--- config.mk ---
export PLATFORM = sky130hd
export DESIGN_NAME = bus_xfer_sequencer
export DESIGN_NICKNAME = d
export VERILOG_FILES = /design/src/rtl/bus_xfer_sequencer.sv
export SDC_FILE = /design/constraint.sdc
export NUM_CORES = 1
export LEC_CHECK = 0
export CAP_MARGIN = 20
export CORE_MARGIN = 5
export CORE_UTILIZATION = 51
export DETAILED_ROUTE_END_ITERATION = 8
export PLACE_DENSITY = 0.84
export SLEW_MARGIN = 30
export SYNTH_ARGS = -nofsm -noshare
export SYNTH_HDL_FRONTEND = slang
export SYNTH_SLANG_ARGS = --single-unit
--- constraint.sdc ---
create_clock -name CLOCK -period 2.8 [get_ports CLOCK]
set_clock_uncertainty 0.15 [all_clocks]
set_input_delay 0.56 -clock CLOCK [delete_from_list [all_inputs] [get_ports CLOCK]]
set_output_delay 0.56 -clock CLOCK [all_outputs]
set_load 0.02 [all_outputs]
--- src/rtl/bus_xfer_sequencer.sv ---
// Strobe sequencer for a shared-bus register file: turns a "move src -> dst"
// request into registered ENABLE / LOAD / COUNT strobes timed for registered register outputs.
module bus_xfer_sequencer #(
    parameter int NUM_REGS  = 8,
    parameter int SEL_WIDTH = 3
) (
    input  logic                 CLOCK,
    input  logic                 RESET,
    input  logic                 REQ_VALID,
    output logic                 REQ_READY,
    input  logic [SEL_WIDTH-1:0] REQ_SRC,
    input  logic [SEL_WIDTH-1:0] REQ_DST,
    input  logic                 REQ_INC,
    output logic [NUM_REGS-1:0]  ENABLE,
    output logic [NUM_REGS-1:0]  LOAD,
    output logic [NUM_REGS-1:0]  COUNT,
    output logic                 DONE,
    output logic                 ERR,
    output logic                 BUSY
);

    typedef enum logic [2:0] {
        ST_IDLE  = 3'd0,
        ST_DRIVE = 3'd1,
        ST_LATCH = 3'd2,
        ST_INC   = 3'd3,
        ST_DONE  = 3'd4
    } state_t;

    state_t               state, state_next;
    logic [SEL_WIDTH-1:0] src_reg, src_next;
    logic [SEL_WIDTH-1:0] dst_reg, dst_next;
    logic                 inc_reg, inc_next;
    logic [NUM_REGS-1:0]  enable_next, load_next, count_next;
    logic                 done_next, err_next;
    logic                 req_ok;

    function automatic logic [NUM_REGS-1:0] decode(input logic [SEL_WIDTH-1:0] idx);
        return NUM_REGS'(1) << idx;
    endfunction

    assign req_ok    = (int'(REQ_SRC) < NUM_REGS) && (int'(REQ_DST) < NUM_REGS);
    assign REQ_READY = (state == ST_IDLE) && RESET;
    assign BUSY      = (state != ST_IDLE);

    always_comb begin
        state_next  = state;
        src_next    = src_reg;
        dst_next    = dst_reg;
        inc_next    = inc_reg;
        err_next    = 1'b0;
        enable_next = '0;
        load_next   = '0;
        count_next  = '0;
        done_next   = 1'b0;

        case (state)
            ST_IDLE: begin
                if (REQ_VALID) begin
                    if (req_ok) begin
                        src_next   = REQ_SRC;
                        dst_next   = REQ_DST;
                        inc_next   = REQ_INC;
                        state_next = ST_DRIVE;
                    end else begin
                        err_next = 1'b1;
                    end
                end
            end
            ST_DRIVE: state_next = ST_LATCH;
            ST_LATCH: state_next = inc_reg ? ST_INC : ST_DONE;
            ST_INC:   state_next = ST_DONE;
            ST_DONE:  state_next = ST_IDLE;
            default:  state_next = ST_IDLE;
        endcase

        // Strobes are decoded from the upcoming state so they come straight out of flops.
        case (state_next)
            ST_DRIVE: enable_next = decode(src_next);
            ST_LATCH: begin
                enable_next = decode(src_reg);
                if (src_reg != dst_reg) load_next = decode(dst_reg);
            end
            ST_INC:   count_next = decode(src_reg);
            ST_DONE:  done_next  = 1'b1;
            default:  ;
        endcase
    end

    always_ff @(posedge CLOCK or negedge RESET) begin
        if (!RESET) begin
            state   <= ST_IDLE;
            src_reg <= '0;
            dst_reg <= '0;
            inc_reg <= 1'b0;
            ENABLE  <= '0;
            LOAD    <= '0;
            COUNT   <= '0;
            DONE    <= 1'b0;
            ERR     <= 1'b0;
        end else begin
            state   <= state_next;
            src_reg <= src_next;
            dst_reg <= dst_next;
            inc_reg <= inc_next;
            ENABLE  <= enable_next;
            LOAD    <= load_next;
            COUNT   <= count_next;
            DONE    <= done_next;
            ERR     <= err_next;
        end
    end

endmodule

==> impl_metrics.tcl, run 1 <==
set metrics [dict create \
    outcome "finished clean" \
    grt.total_usage_pct 16.3 \
    layout-drive-gt1-share_pct 18.3 \
    reg_top3 "COUNT: 8 flops, ENABLE: 8 flops, LOAD: 8 flops" \
    syn_to_final_growth_pct 31.6 \
    fin_cells 184 \
    setup_viol 0 \
    clockBufferDepth 2 \
    synth-seq-cells 35 \
    syn-instance-count 114 \
    start_util_pct 53.2 \
    drtIter0Drc 24 \
    r2r.worst_path.cells 3 \
    cts_sinks 35 \
    die_x_um 63.6 \
    overflow 0 \
    path_cells "or3_1, nor2_1, clkdlybuf4s50_1" \
    syn_nets 124 \
    placed_cells 176 \
    rsz0062_at_grt "no" \
    drc_errors 0 \
    tritoncts "done" \
    clkTransAtPathRegs_ns 0.10 \
    core_mm2 0.00276 \
    vias 1018 \
    wl_per_cell_um 15.5 \
    ios 38 \
    r2r-end "ENABLE[5]" \
    setup_ws_ns 0.151 \
    maxSlewViolCount 0 \
    setup-tns-final_ns 0 \
    pre_cts_slack_ns 0.241 \
    ir_worst_vdd_v 0.000676 \
    required_ns 2.09 \
    r2r_slack_ns 1.02 \
    cp_slowest_stage_delay_ns 0.61 \
    ant_nets 0 \
    worstHoldPathType "flip-flop to flip-flop" \
    fin_nets 162 \
    final_core_util_pct 70.0 \
    cts_buffers 5 \
    dieArea_mm2 0.00405 \
    fmax_ghz 0.377 \
    grt_pass1_wl_mm 5.14 \
    syn-cell-area_mm2 0.00147 \
    period_share_pct 94.6 \
    reg2reg_from "state[0]" \
    drv_cap 0 \
    holdBufCountCts 0 \
    insertion_delay_ns 0.33 \
    cp_slowest_cell "clkdlybuf4s50_1" \
    power_density_mw_per_mm2 954 \
    wl_mm 2.85 \
    critical_path.startpoint "state[2]" \
    h-tree-depth 2 \
    crit_type "flip-flop to output pin" \
    hold_viol 0 \
    multiInputGateArea_um2 538 \
    clockRootBuffer "clkbuf_4" \
    antenna_found_initial 0 \
    avgSynthCellArea_um2 12.9 \
    hpwl_mm 2.08 \
    cts.repair.resized 0 \
    period_minus_slack_ns 2.65 \
    regArea_um2 876 \
    n_antenna_cell 0 \
    arrival_ns 1.94 \
    die_y_um 63.6 \
    crit_path_end "REQ_READY" \
    gp_congestion 0.741 \
    grt_max_degree 36 \
    startpoint_type "flip-flop" \
    yosysWarnings 0 \
    synth-seq-area-share_pct 59.7 \
    postCtsSetupBuffers 0 \
    first_pass_iters 4 \
    portBuffers 36 \
    leakagePower_nw 0.804 \
    slew_headroom_pct 58.2 \
    tightest_slew_ns 0.623 \
    crit_fanout 12 \
    via_per_inst 5.53 \
    end_kind "output pin" \
    grt_pass1_vias 1065 \
    num-fill-cells 215 \
    synth_cell_type_count 32 \
    rows 19 \
]
==> metrics by stage <==
stage / power (mW) / area (um^2) / hold WS [ns]
final: 1.84 / 1930 / 0.436
after global routing: 1.98 / 1930 / 0.487
after CTS: 1.86 / 1930 / 0.446
after detailed placement: 1.48 / 1840 / 0.418
after global placement: 1.45 / 1840 / 0.404
after floorplan: 1.24 / 1470 / 0.114
==> power breakdown <==
group | internal (mW) | leakage (nW) | switching, mW
sequential | 0.623 | 0.467 | 0.127
combinational | 0.341 | 0.288 | 0.377
clock | 0.211 | 0.0482 | 0.162
==> how the worst min path moves through the flow <==
| stage | start | end | slack [ns] | cells past startpoint |
|---|---|---|---|---|
| finish | dst_reg[1] | dst_reg[1] | 0.44 | 1 |
| CTS | dst_reg[1] | dst_reg[1] | 0.45 | 1 |
| floorplan | RESET | COUNT[0] | 0.11 | 0 |
| detailed placement | dst_reg[2] | dst_reg[2] | 0.42 | 1 |
| global placement | dst_reg[1] | dst_reg[1] | 0.40 | 1 |
| global route | dst_reg[1] | dst_reg[1] | 0.49 | 1 |
==> cells by family (layout without fill, tap and decap cells) <==
kind of cell	after synthesis	count (layout)	synth area share, %
XOR/XNOR	1	1	0.597
buffers and inverters	10	49	3.58
flip-flops	35	35	59.7
AND/OR/NAND/NOR	42	42	20.6
multiplexers	8	8	6.06
other	1	1	0.256
AO/OA/AOI/OAI	17	17	9.13
==> Yosys cell counts (all sizes together) <==
master   number  area, um^2
or3b          3        26.3
nand4bb       3        33.8
conb          1        3.75
nor4b         1        23.8
or2           2        12.5
nor3          9        45.0
nand3b        3        22.5
xnor2         1        8.76
a21oi         1        5.00
nor3b         2        15.0
inv           2        7.51
nand2b        5        31.3
o22ai         7        43.8
mux2          7        78.8
clkbuf        2        7.51
mux2i         1        10.0
o32ai         1        16.3
nor2b         3        18.8
nor2          2        7.51
a311oi        2        23.8
dfrtp        35         876
nand2         3        11.3
nand3         1        5.00
buf           6        37.5
a211oi        6        45.0
or3           2        12.5
or4b          3        37.5
==> cell usage in the layout, fill, tap and decap left out, types with 5 or more instances in the layout <==
master	instances
o22ai_1	7
dfrtp_1	35
a211oi_1	6
clkdlybuf4s50_1	36
clkbuf_4	5
mux2_2	7
nor3_1	9
nand2b_1	5
==> per-layer routing <==
metal  global-route usage (%)  up-vias  share of wire, %
met5                        0        -                 0
met4                     7.79        0              0.91
met3                     6.04        2               8.4
met2                     24.7       44                50
met1                     20.5      481                41
li1                         -      491                 -
==> layout make-up <==
type	count	area share, %
repair buffers	39	19.8
clock buffers	6	2.66
multi-input cells	69	27.9
flip-flops and latches	35	45.4
clock inverters	2	1.82
inverters	2	0.389
well taps	31	2.01
==> worst max-delay path: cells and delay by family (launching register included) <==
family                 cells  cell delay [ns]
AND/OR/NAND/NOR            2             0.48
flip-flops                 1             0.52
buffers and inverters      1             0.61
(Power assumes the default switching activity.)
==> run 2: changes to the inputs <==
--- a/config.mk
+++ b/config.mk
@@ -9,6 +9,7 @@
 export CORE_MARGIN = 5
 export CORE_UTILIZATION = 51
 export DETAILED_ROUTE_END_ITERATION = 8
+export GPL_TIMING_DRIVEN = 0
 export PLACE_DENSITY = 0.84
 export SLEW_MARGIN = 30
 export SYNTH_ARGS = -nofsm -noshare
==> run 2 against run 1 <==
Against the previous run:
- register-to-register slack is essentially flat
- worst setup slack improved by 0.079 ns
- routed wire length rose by 2.2%
- maximum frequency rose by 3.1%
- combinational power increased by 10%
- count of clock-buffer cells in the layout rose by 1
- non-clock buffer count grew 7
- via count up 1.9%
- clock power shrank 32%
- core utilization rose by 0.50 points
- cell count rose by 3.8%
- critical path type unchanged
==> impl_metrics.tcl, run 2 (synthesis gave the netlist of run 1 again) <==
set metrics [dict create \
    gp_congestion 0.729 \
    grt_pass1_vias 1067 \
    hold_viol 0 \
    top_layer_used "met4" \
    die_x_um 63.6 \
    crit_fanout 10 \
    place_area_mm2 0.00188 \
    ir_worst_vdd_v 0.000694 \
    fmax_ghz 0.389 \
    hpwl_mm 2.15 \
    maxSlewViolCount 0 \
    grt_max_degree 32 \
    tritoncts "done" \
    startpoint_type "flip-flop" \
    start_util_pct 53.2 \
    dieArea_mm2 0.00405 \
    hold_ws_ns 0.0303 \
    wl_met3_um 200 \
    placed_cells 182 \
    syn_to_final_growth_pct 32.5 \
    cp_slowest_cell "clkdlybuf4s50_1" \
    first_pass_iters 2 \
    critPathTopFamily "buffers and inverters" \
    insertion_delay_ns 0.34 \
    reg_top3 "COUNT: 8 flops, ENABLE: 8 flops, LOAD: 8 flops" \
    path_cells "buf_2, or3_1, clkdlybuf4s50_1" \
    portBuffers 36 \
    drv_cap 0 \
    rsz0062_at_grt "no" \
    die_y_um 63.6 \
    layout-drive-gt1-share_pct 18.8 \
    slew_headroom_pct 59.9 \
    antenna_found_initial 0 \
    crit_type "flip-flop to output pin" \
    wl_met1_mm 1.16 \
    grt_pass1_wl_mm 5.08 \
    clkTransAtPathRegs_ns 0.10 \
    period_share_pct 91.8 \
    power_density_mw_per_mm2 902 \
    cp_num_buf_inv 2 \
    overflow 0 \
    num-fill-cells 204 \
    wl_per_cell_um 15.2 \
    grt.total_usage_pct 16.2 \
    core_mm2 0.00276 \
    cts_sinks 35 \
    period_minus_slack_ns 2.57 \
    tightest_slew_ns 0.597 \
    rows 19 \
    wl_met2_mm 1.50 \
    final_common_cell "dfrtp_1" \
    clockRootBuffer "clkbuf_4" \
    final_core_util_pct 70.5 \
    reg2reg_from "state[0]" \
    required_ns 2.09 \
    h-tree-depth 2 \
    fin_area_mm2 0.00194 \
    ios 38 \
    postCtsSetupBuffers 0 \
    drc_errors 0 \
    arrival_ns 1.86 \
    cp_slowest_stage_delay_ns 0.55 \
    wl_mm 2.91 \
    fin_cells 191 \
    leakagePower_nw 0.826 \
    drtIter0Drc 26 \
    worstHoldPathType "primary input to asynchronous set/reset pin" \
    final_cell_mix "dfrtp_1, clkdlybuf4s50_1, nor3_1" \
    end_kind "output pin" \
    critical_path.startpoint "state[0]" \
    finalPower_mw 1.75 \
    setup_viol 0 \
    via_per_inst 5.43 \
    n_antenna_cell 0 \
    ant_nets 0 \
    outcome "finished clean" \
    fin_nets 169 \
    vias 1037 \
    clockBufferDepth 2 \
    cts_buffers 5 \
]
==> run 2: changes by cell type in the layout (fill, tap and decap cells not counted), moves of 2 or more <==
cell,change
buf_2,+4
buf_4,-2
clkbuf_1,+4
clkdlybuf4s50_1,-2
==> run 2: power breakdown <==
group	internal [mW]	total (mW)	switching (mW)
sequential	0.623	0.708	0.0848
clock	0.0978	0.252	0.154
combinational	0.358	0.793	0.435
==> run 2: layout make-up <==
type,instances,area (um^2),share of cell area (%)
timing repair buffer,38,388,20.0
clock buffer,7,45.0,2.32
clock inverter,1,5.00,0.258
buffer,8,45.0,2.32
sequential,35,876,45.1
multi-input combinational,69,538,27.7
inverter,2,7.51,0.386
tap,31,38.8,2.00
==> run 2: routing by layer <==
| metal | global-route usage (%) | vias to the layer above |
|---|---|---|
| met1 | 19.2 | 495 |
| met3 | 7.28 | 6 |
| li1 | - | 506 |
| met2 | 26.1 | 30 |
| met4 | 5.45 | 0 |
| met5 | 0 | - |
==> run 2: path summary, 6_finish.rpt <==
kind / depth (start not counted) / to / slack (ns)
min in group CLOCK: 1 / dst_reg[1] / 0.43
max in group asynchronous: 2 / ENABLE[1] / 1.80
min: 2 / src_reg[2] / 0.03
min reg2reg: 1 / dst_reg[1] / 0.43
max reg2reg: 3 / inc_reg / 1.01
max: 3 / BUSY / 0.23
==> run 2: repair_timing <==
action / CTS / global route
endpoints found under the hold margin: 5 / 0
hold buffers: 1 / 0
endpoints found under the setup margin: 0 / 1
resized for setup: 0 / 1
==> run 2: metrics by stage <==
step,setup slack (ns),TNS [ns]
after global routing,0.154,0
after CTS,0.0292,0
final,0.229,0
after global placement,-0.831,-0.831
after floorplan,0.747,0
after detailed placement,0.337,0
==> variant 1, RTL diff (flow settings as in run 1) <==
`SEL_WIDTH`: 3 -> 4.
--- a/src/rtl/bus_xfer_sequencer.sv
+++ b/src/rtl/bus_xfer_sequencer.sv
@@ -2,7 +2,7 @@
 // request into registered ENABLE / LOAD / COUNT strobes timed for registered register outputs.
 module bus_xfer_sequencer #(
     parameter int NUM_REGS  = 8,
-    parameter int SEL_WIDTH = 3
+    parameter int SEL_WIDTH = 4
 ) (
     input  logic                 CLOCK,
     input  logic                 RESET,
Ports: changed (resized REQ_DST and REQ_SRC); port bits go from 38 to 40. The function was not compared with the original's and may differ.
==> variant 1 against run 1 <==
  * Routed wire length rose by 9.8%
  * First-iteration DRC count rose to 3.1 times the old value
  * Core utilization rose by 1.7 points
  * Count of clock-buffer cells in the layout rose by 2
  * Global-route usage rose by 0.69 points
  * Critical path depth did not move
  * Combinational power fell by 27%
  * Sequential cell count rose by 3
  * Critical endpoint unchanged
  * Setup slack improved by 110 ps
  * Design area rose by 2.5%
  * Total power fell by 12%
  * Highest routed layer unchanged
  * Area after synthesis rose by 0.26%
  * Clock power fell by 8.8%
==> variant 1: results <==
[grt]
grt_pass1_vias = 1086
grt_antenna_before_repair = 0
grt_pass1_wl_mm = 5.319
grt.total_usage = 0.1703
grt_start_max_net_pins = 39

[power_and_ir_drop]
worst_ir_drop_vdd_v = 0.0006439
leak_pwr_uw = 0.0008610

[worst_hold_path]
whs_path_depth = 1
hold_class = "reg2reg"
hold-path-endpoint = "inc_reg$_DFFE_PN0P_"
hold_path.startpoint = "inc_reg$_DFFE_PN0P_"

[routing]
avgViaCountPerCell = 5.600
avgRoutedWirePerCell_um = 16.46
drcViolationCount = 0
drt_first_iter_violations = 75

[placement]
dp_hpwl_mm = 2.307
post_dp_cell_area_um2 = 1898
io_buffers = 39
gp_congestion = 0.7847

[yosys]
yosys.area_share.xor_xnor = 0.01191
synthDistinctLibCells = 31
share_of_the_yosys_chip_area_belonging_to_registers = 0.6468
synth-async-reset-ratio = 1.000
synth_compound_area_frac = 0.09617
syn_nets = 125
post_synth_mux_area_share = 0.05277
synth.cells.most_frequent = "dfrtp_1, nor2_1, nand2_1, mux2_2, nand2b_1"
synth-edff-count = 0
ys_top_cells_by_area = "dfrtp_1, mux2_2, nor2_1"

[setup_path]
worst-r2r-setup-slack_ps = 860
worst_ep_arrival_time_ps = 1820
ff2ff_path_depth = 3
r2r_endpoint = "ENABLE[4]$_DFF_PN0_"
worstSetupStartpoint = "state[1]$_DFF_PN0_"
critical_path_peak_fanout = 6
cp-endpoint = "REQ_READY"
rr_startpoint = "state[1]$_DFF_PN0_"

[cells_and_area]
post_route_cells_drive_above_1_share = 0.1447
filler_cell_count = 203
n_antenna_cell = 0
nets = 170

[cts]
clk_pin_slew_ps = 100
clock_tree.root_cell = "clkbuf_4"

[outcome]
result_of_the_run = "complete, no violations"

[sta]
max_slew.worst_pin.slew_ps = 602.8
setup_total_negative_slack_ps = 0
minimum_hold_slack_ps = 384.1
variant 1: cell count changes after synthesis, moves of 4 or more:
cell	run 1	this run
nor2_1	2	12
a211oi_1	6	2
nand2_1	3	8
o22ai_1	7	3
o32ai_1	0	4
nor3_1	9	3
variant 1: stage by stage:
step	utilization	cells	setup slack, ps
global route	0.7169	190	154.9
CTS	0.7169	190	239.1
global placement	0.6883	182	261.2
finish	0.7169	190	265.0
detailed placement	0.6883	182	280.0
floorplan	-	113	1119
variant 1: cell families after synthesis:
logic type	Yosys count
mux	7
flops	38
xor+xnor	2
simple gates	47
compound gates	15
buf+inv	4
variant 1: layout make-up:
type / count / area [um^2] / share of cell area
clock buffers: 8 / 78.83 / 0.03987
inverters: 2 / 7.507 / 0.003797
multi-input cells: 71 / 503.0 / 0.2544
flip-flops and latches: 38 / 950.9 / 0.4810
well taps: 31 / 38.79 / 0.01962
repair buffers: 40 / 397.9 / 0.2013
variant 1: layer usage:
metal  share of wire  vias up  global-route usage  wire length [um]
li1                -      491                   -                 -
met1            0.41      521              0.2072              1285
met2            0.49       49              0.2703              1535
met3           0.088        3             0.07460               275
met4          0.0099        0             0.05455                31
met5               0        -                   0                 0
variant 1: report_power, final:
part	switching (uW)	leakage [uW]	internal, uW
Sequential	117	0.000513	645
Clock	168	0.0000446	172
Combinational	281	0.000304	243
Total	565	0.000861	1060
variant 1: critical path: stages, from the launching register on:
cell,delay [ps]
dfrtp_1,470
nor3_2,260
and2_1,160
clkdlybuf4s50_1,600
==> variant 2, RTL diff (settings of run 1) <==
Made on the original files. Encoding of `state_t`: now one-hot (5 bits for 5 states).
--- a/src/rtl/bus_xfer_sequencer.sv
+++ b/src/rtl/bus_xfer_sequencer.sv
@@ -19,12 +19,12 @@
     output logic                 BUSY
 );
 
-    typedef enum logic [2:0] {
-        ST_IDLE  = 3'd0,
-        ST_DRIVE = 3'd1,
-        ST_LATCH = 3'd2,
-        ST_INC   = 3'd3,
-        ST_DONE  = 3'd4
+    typedef enum logic [4:0] {
+        ST_IDLE  = 5'b00001,
+        ST_DRIVE = 5'b00010,
+        ST_LATCH = 5'b00100,
+        ST_INC   = 5'b01000,
+        ST_DONE  = 5'b10000
     } state_t;
 
     state_t               state, state_next;
Behaviour: no difference found for any inputs over 10 cycles, from zero or initial values and one cycle with RESET low; not proved beyond that.
==> variant 2 against run 1 <==
  * Area after synthesis decreased by 0.60%
  * Total power decreased by 15%
  * Routed wire length increased by 8.6%
  * Design area decreased by 1.8%
  * Sequential share of layout area increased by 3.5 points
  * Largest cell class unchanged
  * Count of clock-buffer cells in the layout increased by 1
  * Final cell count increased by 2.7%
  * Non-clock buffer count decreased by 1
  * Setup slack got worse by 41 ps
  * Sequential cell count increased by 2
==> variant 2: results <==
[outcome]
result_of_the_run = "complete, no violations"

[power_and_ir_drop]
leak_pwr_uw = 0.0008475
worst_ir_drop_vdd_v = 0.0006924

[yosys]
share_of_the_yosys_chip_area_belonging_to_registers = 0.6361
syn_nets = 126
synth_compound_area_frac = 0.09700
synthFlopType = "dfrtp_1"
synthDistinctLibCells = 30
yosys.area_share.xor_xnor = 0
ys_top_cells_by_area = "dfrtp_1, mux2_4, nor2_1"
synth.cells.most_frequent = "dfrtp_1, nor2_1, mux2_4, o21ai_0, o22ai_1"
post_synth_mux_area_share = 0.06180

[grt]
grt_pass1_wl_mm = 5.347
grt_start_max_net_pins = 38
grt.total_usage = 0.1728
grt_pass1_vias = 1087

[cts]
post_cts_resize_count = 0
cts_setup_buffers = 0
cts_htree_levels = 2
cts-root-to-sink-buffers = 2

[cells_and_area]
post_route_cells_drive_above_1_share = 0.1139
filler_cell_count = 201
nets = 168

[routing]
final_wirelength_mm = 3.093
highest-signal-layer = "met4"
drt-pass1-iter-count = 5
wl_met1_mm = 1.260
wl_met2_mm = 1.523
avgViaCountPerCell = 5.513
drt_first_iter_violations = 25

[setup_path]
worst_ep_arrival_time_ps = 1980
critical_path_peak_fanout = 5

[placement]
gp_congestion = 0.8331
dp_worst_setup_slack_ps = 281.5
dp_hpwl_mm = 2.218
## variant 2: path summary, 6_finish.rpt
path | start | to | slack (ps) | cells after the start
hold reg to reg | dst_reg[0]$_DFFE_PN0P_ | LOAD[2]$_DFF_PN0_ | 420 | 1
setup / recovery | state[0]$_DFF_PN1_ | REQ_READY | 110 | 3
hold / removal | dst_reg[0]$_DFFE_PN0P_ | LOAD[2]$_DFF_PN0_ | 420 | 1
max in group asynchronous | RESET | state[0]$_DFF_PN1_ | 1600 | 2
min in group asynchronous | RESET | COUNT[1]$_DFF_PN0_ | 550 | 2
setup reg to reg | state[0]$_DFF_PN1_ | inc_reg$_DFFE_PN0P_ | 1040 | 3
## variant 2: cell families after synthesis
group / count (synthesis)
muxes: 6
other: 1
buffers and inverters: 6
DFF: 37
and+or+nand+nor: 45
AOI/OAI and AO/OA: 21
## variant 2: area by class of cell
| class | instances | area share |
|---|---|---|
| clock buffers | 7 | 0.02904 |
| inverters | 3 | 0.005941 |
| multi-input cells | 73 | 0.2574 |
| flip-flops and latches | 37 | 0.4891 |
| well taps | 31 | 0.02046 |
| repair buffers | 38 | 0.1980 |
## variant 2: power breakdown
| group | switching, uW | leakage, uW | internal (uW) |
|---|---|---|---|
| Combinational | 277 | 0.000321 | 256 |
| Sequential | 117 | 0.000496 | 627 |
| Clock | 163 | 0.0000314 | 119 |
| Total | 557 | 0.000848 | 1000 |
## variant 2: per-layer routing
layer  vias up  global-route usage
met5         -                   0
met4         0             0.08312
met3         8             0.06394
met2        39              0.2716
met1       500              0.2084
li1        495                   -
## variant 2: through the flow
step           total power (uW)  hold slack (ps)  instance area (um^2)    util  instances
6_report                   1558            415.4                  1896  0.6874        189
5_1_grt                    1661            466.0                  1896  0.6874        189
4_1_cts                    1557            419.0                  1896  0.6874        189
3_5_place_dp               1281            400.4                  1841  0.6674        182
3_3_place_gp               1248            396.2                  1841  0.6674        182
2_1_floorplan              1102            114.4                  1458       -        116
## variant 2: critical path, stage by stage, from the launching register on
cell             delay, ps
dfstp_2                560
nor2b_1                280
and3_1                 210
clkdlybuf4s50_1        610
